--- config.mk ---
export PLATFORM = sky130hd
export DESIGN_NAME = id_ex_hazard_ctrl
export DESIGN_NICKNAME = d
export VERILOG_FILES = /design/src/rtl/id_ex_hazard_ctrl.sv
export SDC_FILE = /design/constraint.sdc
export NUM_CORES = 1
export LEC_CHECK = 0
export CORE_UTILIZATION = 42
export DETAILED_ROUTE_END_ITERATION = 12
export GPL_ROUTABILITY_DRIVEN = 0
export HOLD_SLACK_MARGIN = 0.03
export PLACE_DENSITY = 0.85
export SLEW_MARGIN = 20
export SYNTH_ARGS = -nofsm -noshare
export SYNTH_HDL_FRONTEND = slang
export SYNTH_SLANG_ARGS = --single-unit
--- constraint.sdc ---
create_clock -name clk -period 5.4 [get_ports clk]
set_input_delay 1.08 -clock clk [delete_from_list [all_inputs] [get_ports clk]]
set_output_delay 1.08 -clock clk [all_outputs]
set_load 0.02 [all_outputs]
--- src/rtl/id_ex_hazard_ctrl.sv ---
// Purpose : stall/flush control for IF/ID and ID/EX plus EX operand forwarding selects.
// Latency : stall/flush/forward outputs are combinational in the current cycle; state and counter update on clk.
// Backpressure: a load-use hazard holds fetch/decode for LOAD_LAT cycles; a taken branch flushes for BR_PENALTY cycles.
module id_ex_hazard_ctrl #(
   parameter int REG_AW      = 5,
   parameter int LOAD_LAT    = 1,
   parameter int BR_PENALTY  = 1,
   parameter int STALL_CNT_W = 16
) (
   input  logic                   clk,
   input  logic                   rst,
   input  logic [REG_AW-1:0]      i_src1_D,
   input  logic [REG_AW-1:0]      i_src2_D,
   input  logic [REG_AW-1:0]      i_src1_E,
   input  logic [REG_AW-1:0]      i_src2_E,
   input  logic [REG_AW-1:0]      i_Write_Reg_E,
   input  logic                   i_REGWrite_E,
   input  logic                   i_MEMRead_E,
   input  logic                   i_Branch_E,
   input  logic                   i_Branch_taken_E,
   input  logic [REG_AW-1:0]      i_Write_Reg_M,
   input  logic                   i_REGWrite_M,
   input  logic [REG_AW-1:0]      i_Write_Reg_W,
   input  logic                   i_REGWrite_W,
   output logic                   o_stall_F,
   output logic                   o_stall_D,
   output logic                   o_flush_D,
   output logic                   o_flush_E,
   output logic [1:0]             o_fwdA_E,
   output logic [1:0]             o_fwdB_E,
   output logic [1:0]             o_state,
   output logic [STALL_CNT_W-1:0] o_stall_cycles
);

   // The down-counter only has to hold the remaining cycles after the first one.
   localparam int MAX_LEN = (LOAD_LAT > BR_PENALTY) ? LOAD_LAT : BR_PENALTY;
   localparam int CNT_W   = (MAX_LEN > 1) ? $clog2(MAX_LEN) : 1;

   typedef enum logic [1:0] {
      S_IDLE     = 2'd0,
      S_LD_STALL = 2'd1,
      S_BR_FLUSH = 2'd2
   } state_t;

   state_t                   state, state_nxt;
   logic [CNT_W-1:0]         cnt, cnt_nxt;
   logic                     ld_use, br;
   logic                     stall_f_c, stall_d_c, flush_d_c, flush_e_c;
   logic [1:0]               fwd_a_c, fwd_b_c;
   logic [STALL_CNT_W-1:0]   stall_cycles;

   // Register 0 is hardwired, so a load targeting it never creates a dependency.
   assign ld_use = i_MEMRead_E & i_REGWrite_E & (i_Write_Reg_E != '0)
                 & ((i_Write_Reg_E == i_src1_D) | (i_Write_Reg_E == i_src2_D));
   assign br     = i_Branch_E & i_Branch_taken_E;

   // FSM state and remaining-cycle counter.
   always_ff @(posedge clk or negedge rst) begin
      if (!rst) begin
         state <= S_IDLE;
         cnt   <= '0;
      end else begin
         state <= state_nxt;
         cnt   <= cnt_nxt;
      end
   end

   // Next state and hazard controls; a taken branch wins since it flushes the dependent instruction.
   always_comb begin
      state_nxt = state;
      cnt_nxt   = cnt;
      stall_f_c = 1'b0;
      stall_d_c = 1'b0;
      flush_d_c = 1'b0;
      flush_e_c = 1'b0;
      case (state)
         S_IDLE: begin
            if (br) begin
               flush_d_c = 1'b1;
               flush_e_c = 1'b1;
               if (BR_PENALTY > 1) begin
                  state_nxt = S_BR_FLUSH;
                  cnt_nxt   = CNT_W'(BR_PENALTY - 1);
               end
            end else if (ld_use) begin
               stall_f_c = 1'b1;
               stall_d_c = 1'b1;
               flush_e_c = 1'b1;
               if (LOAD_LAT > 1) begin
                  state_nxt = S_LD_STALL;
                  cnt_nxt   = CNT_W'(LOAD_LAT - 1);
               end
            end
         end
         S_LD_STALL: begin
            stall_f_c = 1'b1;
            stall_d_c = 1'b1;
            flush_e_c = 1'b1;
            if (cnt <= CNT_W'(1)) begin
               state_nxt = S_IDLE;
               cnt_nxt   = '0;
            end else begin
               cnt_nxt   = cnt - CNT_W'(1);
            end
         end
         S_BR_FLUSH: begin
            flush_d_c = 1'b1;
            flush_e_c = 1'b1;
            if (cnt <= CNT_W'(1)) begin
               state_nxt = S_IDLE;
               cnt_nxt   = '0;
            end else begin
               cnt_nxt   = cnt - CNT_W'(1);
            end
         end
         default: begin
            state_nxt = S_IDLE;
            cnt_nxt   = '0;
         end
      endcase
   end

   // Operand A select: MEM result is newer than WB, so it takes priority.
   always_comb begin
      fwd_a_c = 2'b00;
      if (i_REGWrite_M && (i_Write_Reg_M != '0) && (i_Write_Reg_M == i_src1_E))
         fwd_a_c = 2'b10;
      else if (i_REGWrite_W && (i_Write_Reg_W != '0) && (i_Write_Reg_W == i_src1_E))
         fwd_a_c = 2'b01;
   end

   // Operand B select, same priority as A.
   always_comb begin
      fwd_b_c = 2'b00;
      if (i_REGWrite_M && (i_Write_Reg_M != '0) && (i_Write_Reg_M == i_src2_E))
         fwd_b_c = 2'b10;
      else if (i_REGWrite_W && (i_Write_Reg_W != '0) && (i_Write_Reg_W == i_src2_E))
         fwd_b_c = 2'b01;
   end

   // Saturating count of cycles in which decode was held.
   always_ff @(posedge clk or negedge rst) begin
      if (!rst)
         stall_cycles <= '0;
      else if (stall_d_c && (stall_cycles != '1))
         stall_cycles <= stall_cycles + STALL_CNT_W'(1);
   end

   // Controls are forced quiet while reset is held, regardless of the inputs.
   assign o_stall_F      = rst & stall_f_c;
   assign o_stall_D      = rst & stall_d_c;
   assign o_flush_D      = rst & flush_d_c;
   assign o_flush_E      = rst & flush_e_c;
   assign o_fwdA_E       = rst ? fwd_a_c : 2'b00;
   assign o_fwdB_E       = rst ? fwd_b_c : 2'b00;
   assign o_state        = 2'(state);
   assign o_stall_cycles = stall_cycles;

endmodule

Yosys cells after proc, flatten, opt, wreduce, memory -nomap -nowiden
Cells that the tools add are included.
{"block": "totals", "regBits": 19, "in_bits": 43, "out_inout_bits": 26, "elab_cells": 55}
{"block": "op_classes", "add_sub_neg": 2, "magnitude_cmp": 1, "n_eq_ne": 10, "n_mux": 17, "n_bitwise": 9, "reduce_logical": 13}
{"op": "equality test 5 bit", "n": 6}
{"op": "adder 16 x 1 -> 16 bit, second input constant", "n": 1}
{"op": "!= test 16 bit, second input constant", "n": 1}
{"op": "nonzero test 5 bit", "n": 3}
{"op": "2-to-1 mux 2 bit", "n": 5}
{"op": "case mux 1 bit (2 select lines)", "n": 4}
{"op": "bitwise AND 1 bit", "n": 7}
{"op": "logical AND 1 bit", "n": 7}
{"op": "2-to-1 mux 1 bit", "n": 7}
{"op": "case mux 2 bit (2 select lines)", "n": 1}
{"op": "equality test 2 x 1 -> 1 bit, second input constant", "n": 1}
{"op": "equality test 2 bit, second input constant", "n": 1}
{"op": "logical NOT 2 bit", "n": 1}
{"op": "!= test 2 x 1 -> 1 bit, second input constant", "n": 1}
{"op": "AND reduction 2 bit", "n": 1}
{"op": "OR reduction 2 bit", "n": 1}
{"op": "less-or-equal comparator 1 bit, second input constant", "n": 1}
{"op": "inverter 1 bit", "n": 1}
{"op": "bitwise OR 1 bit", "n": 1}
{"op": "subtractor 1 bit, second input constant", "n": 1}

Logic depth before layout (Yosys ltp)
{"block": "logic_depth", "word_depth": 7, "mapped_depth": 7, "depth_no_buf": 6}

Worst setup path after synthesis
OpenSTA, ideal clock, no wires.
{"block": "synth_timing", "path_type": "input -> output", "from": "in i_Write_Reg_M[1]", "to": "out o_fwdA_E[0]", "t_arrival_ps": 2597, "required_ps": 4320, "slack_ps": 1723, "cell_stages": 4, "n_path_buf": 0, "path_cell_list": "or4_1 > o21ai_0 > nor4_1 > nor4_1"}
{"block": "synth_between", "elab_chain_cells": 5}
{"item": "start: declaration", "line_no": "21", "text": "input logic [REG_AW-1:0] i_Write_Reg_M,"}
{"item": "nonzero test 5 bit", "line_no": "126", "text": "if (i_REGWrite_M && (i_Write_Reg_M != '0) && (i_Write_Reg_M == i_src1_E))"}
{"item": "logical AND 1 bit", "line_no": "126"}
{"item": "logical AND 1 bit (*)", "line_no": "126"}
{"item": "2-to-1 mux 2 bit (*)", "line_no": "126"}
{"item": "2-to-1 mux 2 bit (*)", "line_no": "154", "text": "assign o_fwdA_E = rst ? fwd_a_c : 2'b00;"}
{"item": "end: declaration", "line_no": "29", "text": "output logic [1:0] o_fwdA_E,"}
Every way passes the cells marked *; elsewhere a longest branch is shown, timed or not.

Final worst setup path
{"block": "layout_timing", "from": "in i_Write_Reg_M[1]", "to": "out o_fwdB_E[0]"}
{"block": "layout_between", "elab_chain_cells": 5}
{"item": "nonzero test 5 bit", "line_no": "135", "text": "if (i_REGWrite_M && (i_Write_Reg_M != '0) && (i_Write_Reg_M == i_src2_E))"}
{"item": "logical AND 1 bit", "line_no": "135"}
{"item": "logical AND 1 bit (*)", "line_no": "135"}
{"item": "2-to-1 mux 2 bit (*)", "line_no": "135"}
{"item": "2-to-1 mux 2 bit (*)", "line_no": "155", "text": "assign o_fwdB_E = rst ? fwd_b_c : 2'b00;"}
{"item": "end: declaration", "line_no": "30", "text": "output logic [1:0] o_fwdB_E,"}
Marks and branches as above.

==> results_dict.tcl <==
set metrics [dict create \
    slowest_stage "clkdlybuf4s50_1" \
    final_area_um2 2004 \
    r2r-end "o_stall_cycles[3]" \
    setup-tns-final_ns 0 \
    violations "DRC" \
    clk_latency_ns 0.29 \
    worst_pin_slew_ns 0.4849 \
    antenna_cells 0 \
    synth_cells 140 \
    crit_path_max_incr_delay_ns 0.65 \
    tritoncts "built" \
    cts_resized 0 \
    pre_cts_ws_ns 0.9587 \
    grtUsageTotal_pct 23.22 \
    drtPass1Iterations 8 \
    drt-total-wl_mm 3.750 \
    hold_start "o_stall_cycles[7]" \
    dp_hpwl_mm 3.038 \
    grt_overflow 0 \
    drv_cap 0 \
    die_area_um2 3331 \
    post-route-period-util_pct 82.68 \
    hold_slack_ns 0.5129 \
    end_kind "output pin" \
    criticalPathCategory "input port to output pin" \
    wl_per_cell_um 15.82 \
    htreeDepth 1 \
    grt_max_degree 22 \
    required_ns 4.32 \
    drcViolationCount 6 \
    fillCellCount 227 \
    ant_nets 0 \
    fin_skew_ns 0.005885 \
    outcome "finished, violations left" \
    cts_root_buf "clkbuf_4" \
    dp_cells 234 \
    synth.avg_cell_area_um2 9.313 \
    yosys_warnings 0 \
    portBuffers 66 \
    postCtsSetupBuffers 0 \
    worst-path-stages 6 \
    synth_area_um2 1304 \
    start_util_pct 45.70 \
    grt_pass1_wl_mm 5.913 \
    critical_path_arrival_ns 3.38 \
    syn_to_final_growth_pct 53.74 \
    final.min_clock_period_ns 4.465 \
    holdBufCountCts 0 \
    critPathLaunchType "input port" \
    finalSetupViolations 0 \
    hp-class "register to register" \
    total_power_mw 0.3069 \
    final_util_pct 70.26 \
    grt_pass1_vias 1299 \
    rsz0062_at_grt "no" \
    peakVddDrop_uv 106.3 \
    leakagePower_nw 0.8467 \
    critPathTopFamily "buffers and inverters" \
    drtIter0Drc 33 \
    largest_register_ffs 16 \
    post-route-worst-setup-slack_ns 0.9353 \
    ioPinCount 69 \
    drive_above_1_share_pct 6.311 \
    finalNonFillerCells 237 \
    max-clock-path-buffers 2 \
    seq_area_frac_synth_pct 30.71 \
    max-slew-margin-rel_pct 66.83 \
    critPathLaunch "i_Write_Reg_M[1]" \
    r2r_cells 6 \
    placed_area_um2 1982 \
    crit_end "o_fwdB_E[0]" \
    grt_antenna_before_repair 0 \
    die_h_um 57.72 \
    clk_pin_slew_ns 0.09 \
    powerDensity_nw_per_um2 153.1 \
    numClockSinks 16 \
    max_freq_ghz 0.2240 \
    r2r_setup_slack_ns 3.37 \
    finalHoldViolations 0 \
    rr_startpoint "o_stall_cycles[0]" \
    ys_ff_latch 16 \
    viasPerCell 5.557 \
    crit_buf_inv 2 \
    fin_nets 252 \
    via_count 1317 \
    cts_buffers 3 \
    fp.coreArea_um2 2853 \
    synth_cell_types 33 \
    rows 19 \
    die_width_um 57.72 \
    maxSlewViolCount 0 \
    crit_fanout 3 \
    cp_cell_sequence "clkdlybuf4s50_1, or4_1, o21ai_0, nor4_1, nor4_1, clkdlybuf4s50_1" \
]
worst min-delay path by stage:
stage	endpoint	slack [ns]	depth (start not counted)
floorplan	o_stall_cycles[7]	0.60	1
global placement	o_stall_cycles[7]	0.48	1
detailed placement	o_stall_cycles[7]	0.50	1
CTS	o_stall_cycles[7]	0.52	1
global route	o_stall_cycles[2]	0.55	1
finish	o_stall_cycles[7]	0.51	1
layout make-up:
class / instances / area [µm²] / area share, %
Clock buffer: 3 / 22.52 / 1.124
Tap cell: 31 / 38.79 / 1.935
Multi-Input combinational cell: 118 / 859.6 / 42.88
Sequential cell: 16 / 400.4 / 19.98
Timing Repair Buffer: 69 / 683.2 / 34.08
worst reg2reg max path: cells and delay by family (launching register included):
| kind | cells | cell delay, ns |
|---|---|---|
| flops | 1 | 0.44 |
| simple gates | 4 | 1.11 |
| xor+xnor | 1 | 0.14 |
| fa+ha+maj | 1 | 0.25 |
Yosys cell counts (all sizes together):
master   number  area (µm²)
nand4         5       31.28
o211ai        2       20.02
dfrtp        16       400.4
and3          5       32.53
nor4         15       100.1
xnor2         7       61.31
mux2          2       22.52
nand2b        1       6.260
a211o         1       8.760
and2          4       27.53
o21ai         1       5.000
a2111oi       1       8.760
and4          2       22.52
nand3         8       40.04
or4           6       45.04
nand2         7       26.28
nor2          5       18.77
nor3          3       15.01
o21a          1       7.510
a22oi         1       7.510
clkbuf        1       3.750
nor4b         1       8.760
buf           6       43.79
conb          1       3.750
xor2         37       324.1
ha            1       12.51
power by group:
group / switching, mW / leakage, nW / internal, mW
logic: 0.0486 / 0.611 / 0.0595
registers: 0.00859 / 0.222 / 0.126
clock network: 0.0383 / 0.0138 / 0.0260
total: 0.0954 / 0.847 / 0.211
layer usage:
metal	wire length [µm]	GRT usage, %
met3	262	6.473
met1	1520	26.41
met5	0	0
met4	72	8.844
met2	1895	41.36
logic make-up (layout without fill, tap and decap cells):
group                      count (synthesis)  in the layout  synth area share [%]
AOI/OAI and AO/OA                          7              7                 4.415
adders and majority gates                  1              1                0.9595
DFF                                       16             16                 30.71
buffers and inverters                      7             72                 3.646
muxes                                      2              2                 1.727
other                                      1              2                0.2876
and+or+nand+nor                           62             62                 28.69
xor gates and xnor gates                  44             44                 29.56
cell usage in the layout (no fill, tap or decap), drive strengths merged, types with 2 or more instances in the layout:
master | Yosys | routed
o211ai | 2 | 2
mux2 | 2 | 2
clkbuf | 1 | 3
nand2 | 7 | 7
nor3 | 3 | 3
xnor2 | 7 | 7
nand3 | 8 | 8
xor2 | 37 | 37
or4 | 6 | 6
conb | 1 | 2
buf | 6 | 3
and2 | 4 | 4
nand4 | 5 | 5
and4 | 2 | 2
and3 | 5 | 5
dfrtp | 16 | 16
nor2 | 5 | 5
nor4 | 15 | 15
clkdlybuf4s50 | 0 | 66
Note: power is estimated with default switching activity, not from simulation.
